==> config.mk <==
export PLATFORM = sky130hd
export DESIGN_NAME = fetch_queue_unit
export DESIGN_NICKNAME = d
export VERILOG_FILES = /design/src/rtl/fetch_queue_unit.sv
export SDC_FILE = /design/constraint.sdc
export NUM_CORES = 1
export LEC_CHECK = 0
export BUFFER_PORTS_ARGS = -buffer_cell sky130_fd_sc_hd__buf_2
export CORE_AREA = 10 10 124 126
export CTS_CLUSTER_DIAMETER = 50
export DETAILED_ROUTE_END_ITERATION = 12
export DIE_AREA = 0 0 134 136
export PLACE_DENSITY_LB_ADDON = 0.2
export SLEW_MARGIN = 5
export SYNTH_ARGS = -nofsm -noshare
export SYNTH_HDL_FRONTEND = slang
export SYNTH_SLANG_ARGS = --single-unit
==> constraint.sdc <==
create_clock -name clk -period 4.85 [get_ports clk]
set_input_delay 0.485 -clock clk [delete_from_list [all_inputs] [get_ports clk]]
set_output_delay 0.485 -clock clk [all_outputs]
set_load 0.005 [all_outputs]
==> src/rtl/fetch_queue_unit.sv <==
// Fetch stage: single-outstanding imem reads, BTB redirect at response, DEPTH-entry queue to decode.
// Entry visible one cycle after imem_resp; stops issuing reads (HOLD) while the queue is full.
module fetch_queue_unit #(
  parameter int               WIDTH    = 16,
  parameter int               DEPTH    = 4,
  parameter logic [WIDTH-1:0] PC_RESET = '0
) (
  input  logic                       clk,
  input  logic                       rst_n,
  input  logic                       flush,
  input  logic [WIDTH-1:0]           new_pc,
  output logic                       imem_read,
  output logic [WIDTH-1:0]           imem_address,
  input  logic [WIDTH-1:0]           imem_rdata,
  input  logic                       imem_resp,
  input  logic                       hit,
  input  logic                       predict_in,
  input  logic [WIDTH-1:0]           bta_in,
  output logic                       out_valid,
  input  logic                       out_ready,
  output logic [WIDTH-1:0]           out_instr,
  output logic [WIDTH-1:0]           out_pc,
  output logic                       out_hit,
  output logic                       out_predict,
  output logic [$clog2(DEPTH):0]     count
);

  localparam int AW = $clog2(DEPTH);
  localparam int CW = AW + 1;

  typedef enum logic [1:0] {FETCH, HOLD, DROP} state_t;

  typedef struct packed {
    logic [WIDTH-1:0] instr;
    logic [WIDTH-1:0] pc;
    logic             hit;
    logic             predict;
  } entry_t;

  state_t           state, state_nxt;
  logic [WIDTH-1:0] pc, pc_nxt;
  logic [WIDTH-1:0] redirect, redirect_nxt;
  logic [AW-1:0]    rd_ptr, wr_ptr;
  logic [CW-1:0]    count_q, count_post;
  entry_t           fifo_mem [DEPTH];
  logic             push, pop;

  assign imem_read    = rst_n && (state != HOLD);
  assign imem_address = pc;
  assign out_valid    = rst_n && (count_q != '0);
  assign count        = count_q;

  assign out_instr    = fifo_mem[rd_ptr].instr;
  assign out_pc       = fifo_mem[rd_ptr].pc;
  assign out_hit      = fifo_mem[rd_ptr].hit;
  assign out_predict  = fifo_mem[rd_ptr].predict;

  // A flush cancels both the push and the pop of its cycle via the queue clear below.
  assign push       = (state == FETCH) && imem_resp && !flush;
  assign pop        = out_valid && out_ready;
  assign count_post = count_q + CW'(push) - CW'(pop);

  always_comb begin
    state_nxt    = state;
    pc_nxt       = pc;
    redirect_nxt = redirect;
    case (state)
      FETCH: begin
        if (flush) begin
          if (imem_resp) begin
            pc_nxt = new_pc;
          end else begin
            redirect_nxt = new_pc;
            state_nxt    = DROP;
          end
        end else if (imem_resp) begin
          pc_nxt = (hit && predict_in) ? bta_in : pc + WIDTH'(2);
          if (count_post == CW'(DEPTH)) state_nxt = HOLD;
        end
      end
      HOLD: begin
        if (flush) begin
          pc_nxt    = new_pc;
          state_nxt = FETCH;
        end else if (pop) begin
          state_nxt = FETCH;
        end
      end
      DROP: begin
        // The read already issued must complete before the redirected fetch starts.
        if (imem_resp) begin
          pc_nxt    = flush ? new_pc : redirect;
          state_nxt = FETCH;
        end else if (flush) begin
          redirect_nxt = new_pc;
        end
      end
      default: state_nxt = FETCH;
    endcase
  end

  always_ff @(posedge clk) begin
    if (!rst_n) begin
      state    <= FETCH;
      pc       <= PC_RESET;
      redirect <= '0;
      rd_ptr   <= '0;
      wr_ptr   <= '0;
      count_q  <= '0;
    end else begin
      state    <= state_nxt;
      pc       <= pc_nxt;
      redirect <= redirect_nxt;
      if (flush) begin
        rd_ptr  <= '0;
        wr_ptr  <= '0;
        count_q <= '0;
      end else begin
        if (push) wr_ptr <= wr_ptr + AW'(1);
        if (pop)  rd_ptr <= rd_ptr + AW'(1);
        count_q <= count_post;
      end
    end
  end

  always_ff @(posedge clk) begin
    if (push) fifo_mem[wr_ptr] <= '{instr: imem_rdata, pc: pc, hit: hit, predict: predict_in};
  end

endmodule
* After elaboration in Yosys (flattened, before gate mapping)
Memory sizes are Yosys's and may differ from the RTL's. A register that Yosys moved wholly into a read port is not among the register bits.
Index checks and enable logic that the tools add are counted.
** Word-level totals
- Bits of input ports :: 55
- Latch bits :: 0
- Memories kept :: 1
- Output and inout bits :: 55
- Bits in read-only memories :: 0
- Logic and storage cells :: 66
- Bits in writable memories :: 136
- Bits in registers :: 41
** Cells by class
- Shift operators :: 0
- Reduce and logical (&&, ||, !) cells :: 15
- Divide/modulo/power cells :: 0
- Multiply operators :: 0
- Magnitude comparators :: 0
- Muxes and demuxes :: 24
- Bitwise gates (word level) :: 1
- Equality and inequality tests :: 14
- Add/subtract/negate cells :: 5
** Memories
- fifo_mem :: depth 4, bits a word 34, rd ports 1, clocked after Yosys merged registers in 1, wr ports 1, RTL line 45 : entry_t fifo_mem [DEPTH];
** Operators with widths (count)
- $mux 16 :: 10
- $pmux 16 s3 :: 1
- $pmux 16 s2 :: 1
- $mux 2 :: 9
- $add 16x2->16 const B :: 1
- $ne 2x2->1 const B :: 6
- $ne 3x3->1 const B :: 3
- $reduce_and 4->1 :: 2
- $logic_and 1x1->1 :: 6
- $pmux 2 s3 :: 1
- $reduce_bool 3->1 :: 2
- $reduce_and 5->1 :: 1
- $add 2x1->2 const B :: 2
- $add 3x1->3 :: 1
- $eq 3x3->1 const B :: 1
- $ne 3x2->1 const B :: 1
- $sub 3x1->3 :: 1
- $eq 2x1->1 const B :: 1
- $eq 2x2->1 const B :: 1
- $logic_not 2->1 :: 1
- $mux 1 :: 2
- $ne 2x1->1 const B :: 1
- $reduce_bool 2->1 :: 1
- $reduce_or 2->1 :: 1
- 2 further kinds :: 2

* Longest topological paths before layout
- Depth in word-level cells :: 10
- Depth in mapped cells :: 15
- Gate-level depth less buffers :: 15

* Worst setup path before layout
No wires, ideal clock.
- Path type :: input to register
- From :: input flush
- To :: register state[1]
- Path slack :: 1.999 ns
- Data arrival time :: 2.733 ns
- Required time :: 4.732 ns
- Cell stages on the path :: 13
- Buffers on the path :: 1
- Setup time :: 0.118 ns
- Cells stage by stage :: clkbuf_1 > nor2_1 > inv_1 > ha_1 > inv_1 > ha_1 > inv_1 > fa_1 > xor2_1 > xnor2_1 > nor4_1 > o221a_2 > nor3b_1
** Between the ends
- Cells in the longest elaborated chain, start to end :: 7
- Elaborated cells on any way between the ends :: 13
- Those cells by class :: add/sub: 2; eq/ne: 5; mux: 3; reduce/logical: 3
** RTL lines
- from (decl) :: RTL line 10 : input logic flush,
- $logic_not 1->1 :: RTL line 59 : assign push = (state == FETCH) && imem_resp && !flush;
- $logic_and 1x1->1 :: RTL line 59
- $add 3x1->3 :: RTL line 61 : assign count_post = count_q + CW'(push) - CW'(pop);
- $sub 3x1->3 :: RTL line 61
- $eq 3x3->1 :: RTL line 78 : if (count_post == CW'(DEPTH)) state_nxt = HOLD;
- $ne 3x2->1 (no source line)
- $reduce_and 5->1 (no source line)
- to (signal assigned) :: RTL line 111 : state <= state_nxt;
- to (decl) :: RTL line 40 : state_t state, state_nxt;
Parallel ways exist; a longest one is shown, timed or not.
A chain may end at the register's enable or synchronous reset.

* Worst setup path after layout
- From :: register state[1]
- To :: register state[0]
** Between the ends
- Cells in the longest elaborated chain, start to end :: 8
- Elaborated cells on any way between the ends :: 15
- Those cells by class :: add/sub: 2; eq/ne: 8; mux: 1; reduce/logical: 4
** RTL lines (RTL line)
- $logic_not 2->1 :: 59, 67
- $logic_and 1x1->1 (2 in a row) :: 59
- $add 3x1->3 :: 61
- $sub 3x1->3 :: 61
- $eq 3x3->1 :: 78
- $ne 3x2->1 (no source line)
- $reduce_and 5->1 (no source line)
Parallel ways exist; a longest one is shown, timed or not.

==> metrics <==
status=finished, final reports clean; endpoints failing setup=0; area of the core=~13000 um2; RSZ-0062 raised after global routing=false; leak pwr=~3.1 nW; vias post-DR=about 4600; layout cells sized above 1=30.4%; worst skew pair latency=roughly 0.42 ns; Setup Skew=between 0.007 and 0.008 ns; CP Cell Sequence=inv_1, ha_1, nand2_1, nor2_1, inv_1, ha_1, inv_1, ha_1, inv_1, fa_1, xor2_1, xnor2_1, nor4_1, a41o_1, and3_1; synthesized area per cell=~15 um2; Mapped Area=7430 um2; initial antenna violation count=0; Slew Limit Headroom=a little over a third; crit path max-delay cell type=nor4_1; clk buf depth=2; Routability Congestion=0.846; Most Frequent Cell on Critical Path=inv_1; Ports=110; setup_tns=0 ns; cell area after layout=between 8000 and 9000 um2; vias per inst=approximately 5.9; worst min path class=in -> reg; CP Capture Type=register; crit start category=register; fill cell count=around 930; Inst Count DP=753; Post-Route WL=around 16 mm; num rows=42; Final Hold Vio Count=0; Hold Buf Count CTS=0; I/O Buffers=roughly 110; VDD IR max=a little under 0.3 mV; Yosys warning count=0; largest net degree at the start of global routing=44; CTS root buf=clkbuf_16; top_reg_cell synth=edfxtp_1; # DRC=0; Final #Nets=~660; Finished Layout Cells=just under 800; Gates resized, CTS repair=0; Die Width=between 100 and 150 um; global-route wire length before repair=25.0 mm; Initial Util=a little under three fifths; Area after DPL=8090 um2; Final Max Slew Viols=0; Syn Nets=560; First DRT Iteration DRCs=392; fmax=307 MHz; 1st-pass router iterations=5; clock sinks=around 180; Die H=roughly 140 um; Antenna diodes=0; Max stage delay on crit path=0.41 ns; Final period util=around two thirds; grt total ovfl=0; Post-CTS Setup Bufs=0; vias in the first global route=around 4700; Final ANT Viol Nets=0; CTS tree=yes; Distinct cells, synth=50; crit path DAT=3.62 ns; register area=between 4000 and 5000 um2; WL/cell=around 20 um; max cap viols=0; critical-path maximum fanout=7; critical path type=reg -> reg; register area share after synthesis=between 60 and 70%; Post-synth EDFFs=approximately 140; aggregate global-route resource usage=approximately 18%; most frequent cells in the layout=136 x edfxtp_1, 109 x buf_2, 44 x nand2_1; most common cell after layout, fill and taps aside=edfxtp_1; power per standard cell area=around 380 nW/um2; Layout area overhead=16.2%; # H-tree levels=4; WP data required=~5.2 ns; FFs w/ async S/R, synth=0%; Die ar.=about 18000 um2; Worst-Margin Slew=between 0.9 and 1 ns; detailed placer's ending HPWL=10.3 mm; CTS Buf Count=17; #FFs+latches synth=179; CTS clk-pin slew, worst paths=around 0.06 ns; area of the multi-input gates=about 2300 um2; minimum clock period=roughly 3.3 ns; Post-Syn Instances=between 400 and 500
==> metrics by stage <==
stage	setup WS [ns]	power, mW	utilization (%)	hold WS [ns]
2_1_floorplan	2.00	1.93	-	0.443
4_1_cts	1.60	3.29	66.5	0.263
5_1_grt	1.39	3.38	66.5	0.272
3_5_place_dp	1.38	2.05	62.3	0.457
6_report	1.59	3.27	66.5	0.279
3_3_place_gp	1.59	2.04	62.3	0.451
==> power by group <==
group          total (mW)  internal (mW)  switching (mW)  leakage, nW
combinational       0.259          0.112           0.147         1.22
clock                1.25          0.701           0.552        0.249
sequential           1.76           1.71          0.0535         1.60
total                3.27           2.52           0.752         3.06
==> flip-flops by register name, indices dropped and copies added, names as in the netlist, named ones only <==
name and count:
count 3, state 2, imem_address 16, wr_ptr 2
fifo_mem 136, redirect 16, rd_ptr 2
==> final timing paths <==
check                       startpoint                         to  slack, ns  cells after the start
min reg2reg  redirect[12]$_SDFFE_PN0P_  redirect[12]$_SDFFE_PN0P_       0.47                      2
min                      imem_rdata[7]  fifo_mem[0][25]$_DFFE_PP_       0.28                      1
max              state[1]$_SDFFE_PN0P_      state[0]$_SDFFE_PN0P_       1.59                     15
max reg2reg      state[1]$_SDFFE_PN0P_      state[0]$_SDFFE_PN0P_       1.59                     15
==> worst max-delay path: cells and delay by family, from the launching register on <==
kind | cells | cell delay, ns
adders and majority gates | 4 | 1.00
and+or+nand+nor | 4 | 0.99
DFF | 1 | 0.34
AOI/OAI and AO/OA | 1 | 0.24
xor gates and xnor gates | 2 | 0.31
buffers and inverters | 4 | 0.32
==> Yosys cell counts (all sizes together) (4+ instances only) <==
master  number  area share, %
a211o        4           0.47
a211oi       5           0.74
a21boi      17            1.7
a21oi       11           0.74
a221o        6           0.81
a221oi       8            1.0
a31oi        6           0.51
and2         6           0.51
buf         10           0.81
clkbuf      16           0.81
dfxtp       43             12
edfxtp     136             55
ha          11            1.9
inv         11           0.56
mux4        34             10
nand2       44            2.2
nand3       32            2.2
nand4        5           0.42
nor2        19           0.99
o21ai       16            1.1
xnor2        4           0.47
xor2        11            1.3
==> area by class of cell <==
| cell class | instances | area share [%] |
|---|---|---|
| Tap cell | 176 | 2.55 |
| Clock buffer | 18 | 4.97 |
| Sequential cell | 179 | 57.3 |
| Clock inverter | 14 | 1.33 |
| Multi-Input combinational cell | 277 | 27.0 |
| Inverter | 11 | 0.478 |
| Timing Repair Buffer | 110 | 6.40 |
==> kinds of logic (layout without fill, tap and decap cells) <==
| kind of cell | Yosys count | in the layout | synth area share, % |
|---|---|---|---|
| AND/OR/NAND/NOR | 125 | 125 | 7.96 |
| multiplexers | 35 | 35 | 10.5 |
| adder cells (fa/ha/maj) | 12 | 12 | 2.12 |
| XOR/XNOR | 15 | 15 | 1.77 |
| buffers and inverters | 37 | 153 | 2.17 |
| AO/OA/AOI/OAI | 90 | 90 | 8.97 |
| flip-flops | 179 | 179 | 66.5 |
==> per-layer routing <==
layer  track usage (%)  vias to the layer above  part of all wire, %
met5                 0                        -                    0
met2              29.0                      174                   49
li1                  -                     2140                    -
met4              6.41                        0                  1.3
met1              21.8                     2287                   43
met3              5.42                       20                  7.2
Note: power is estimated with default switching activity, not from simulation.
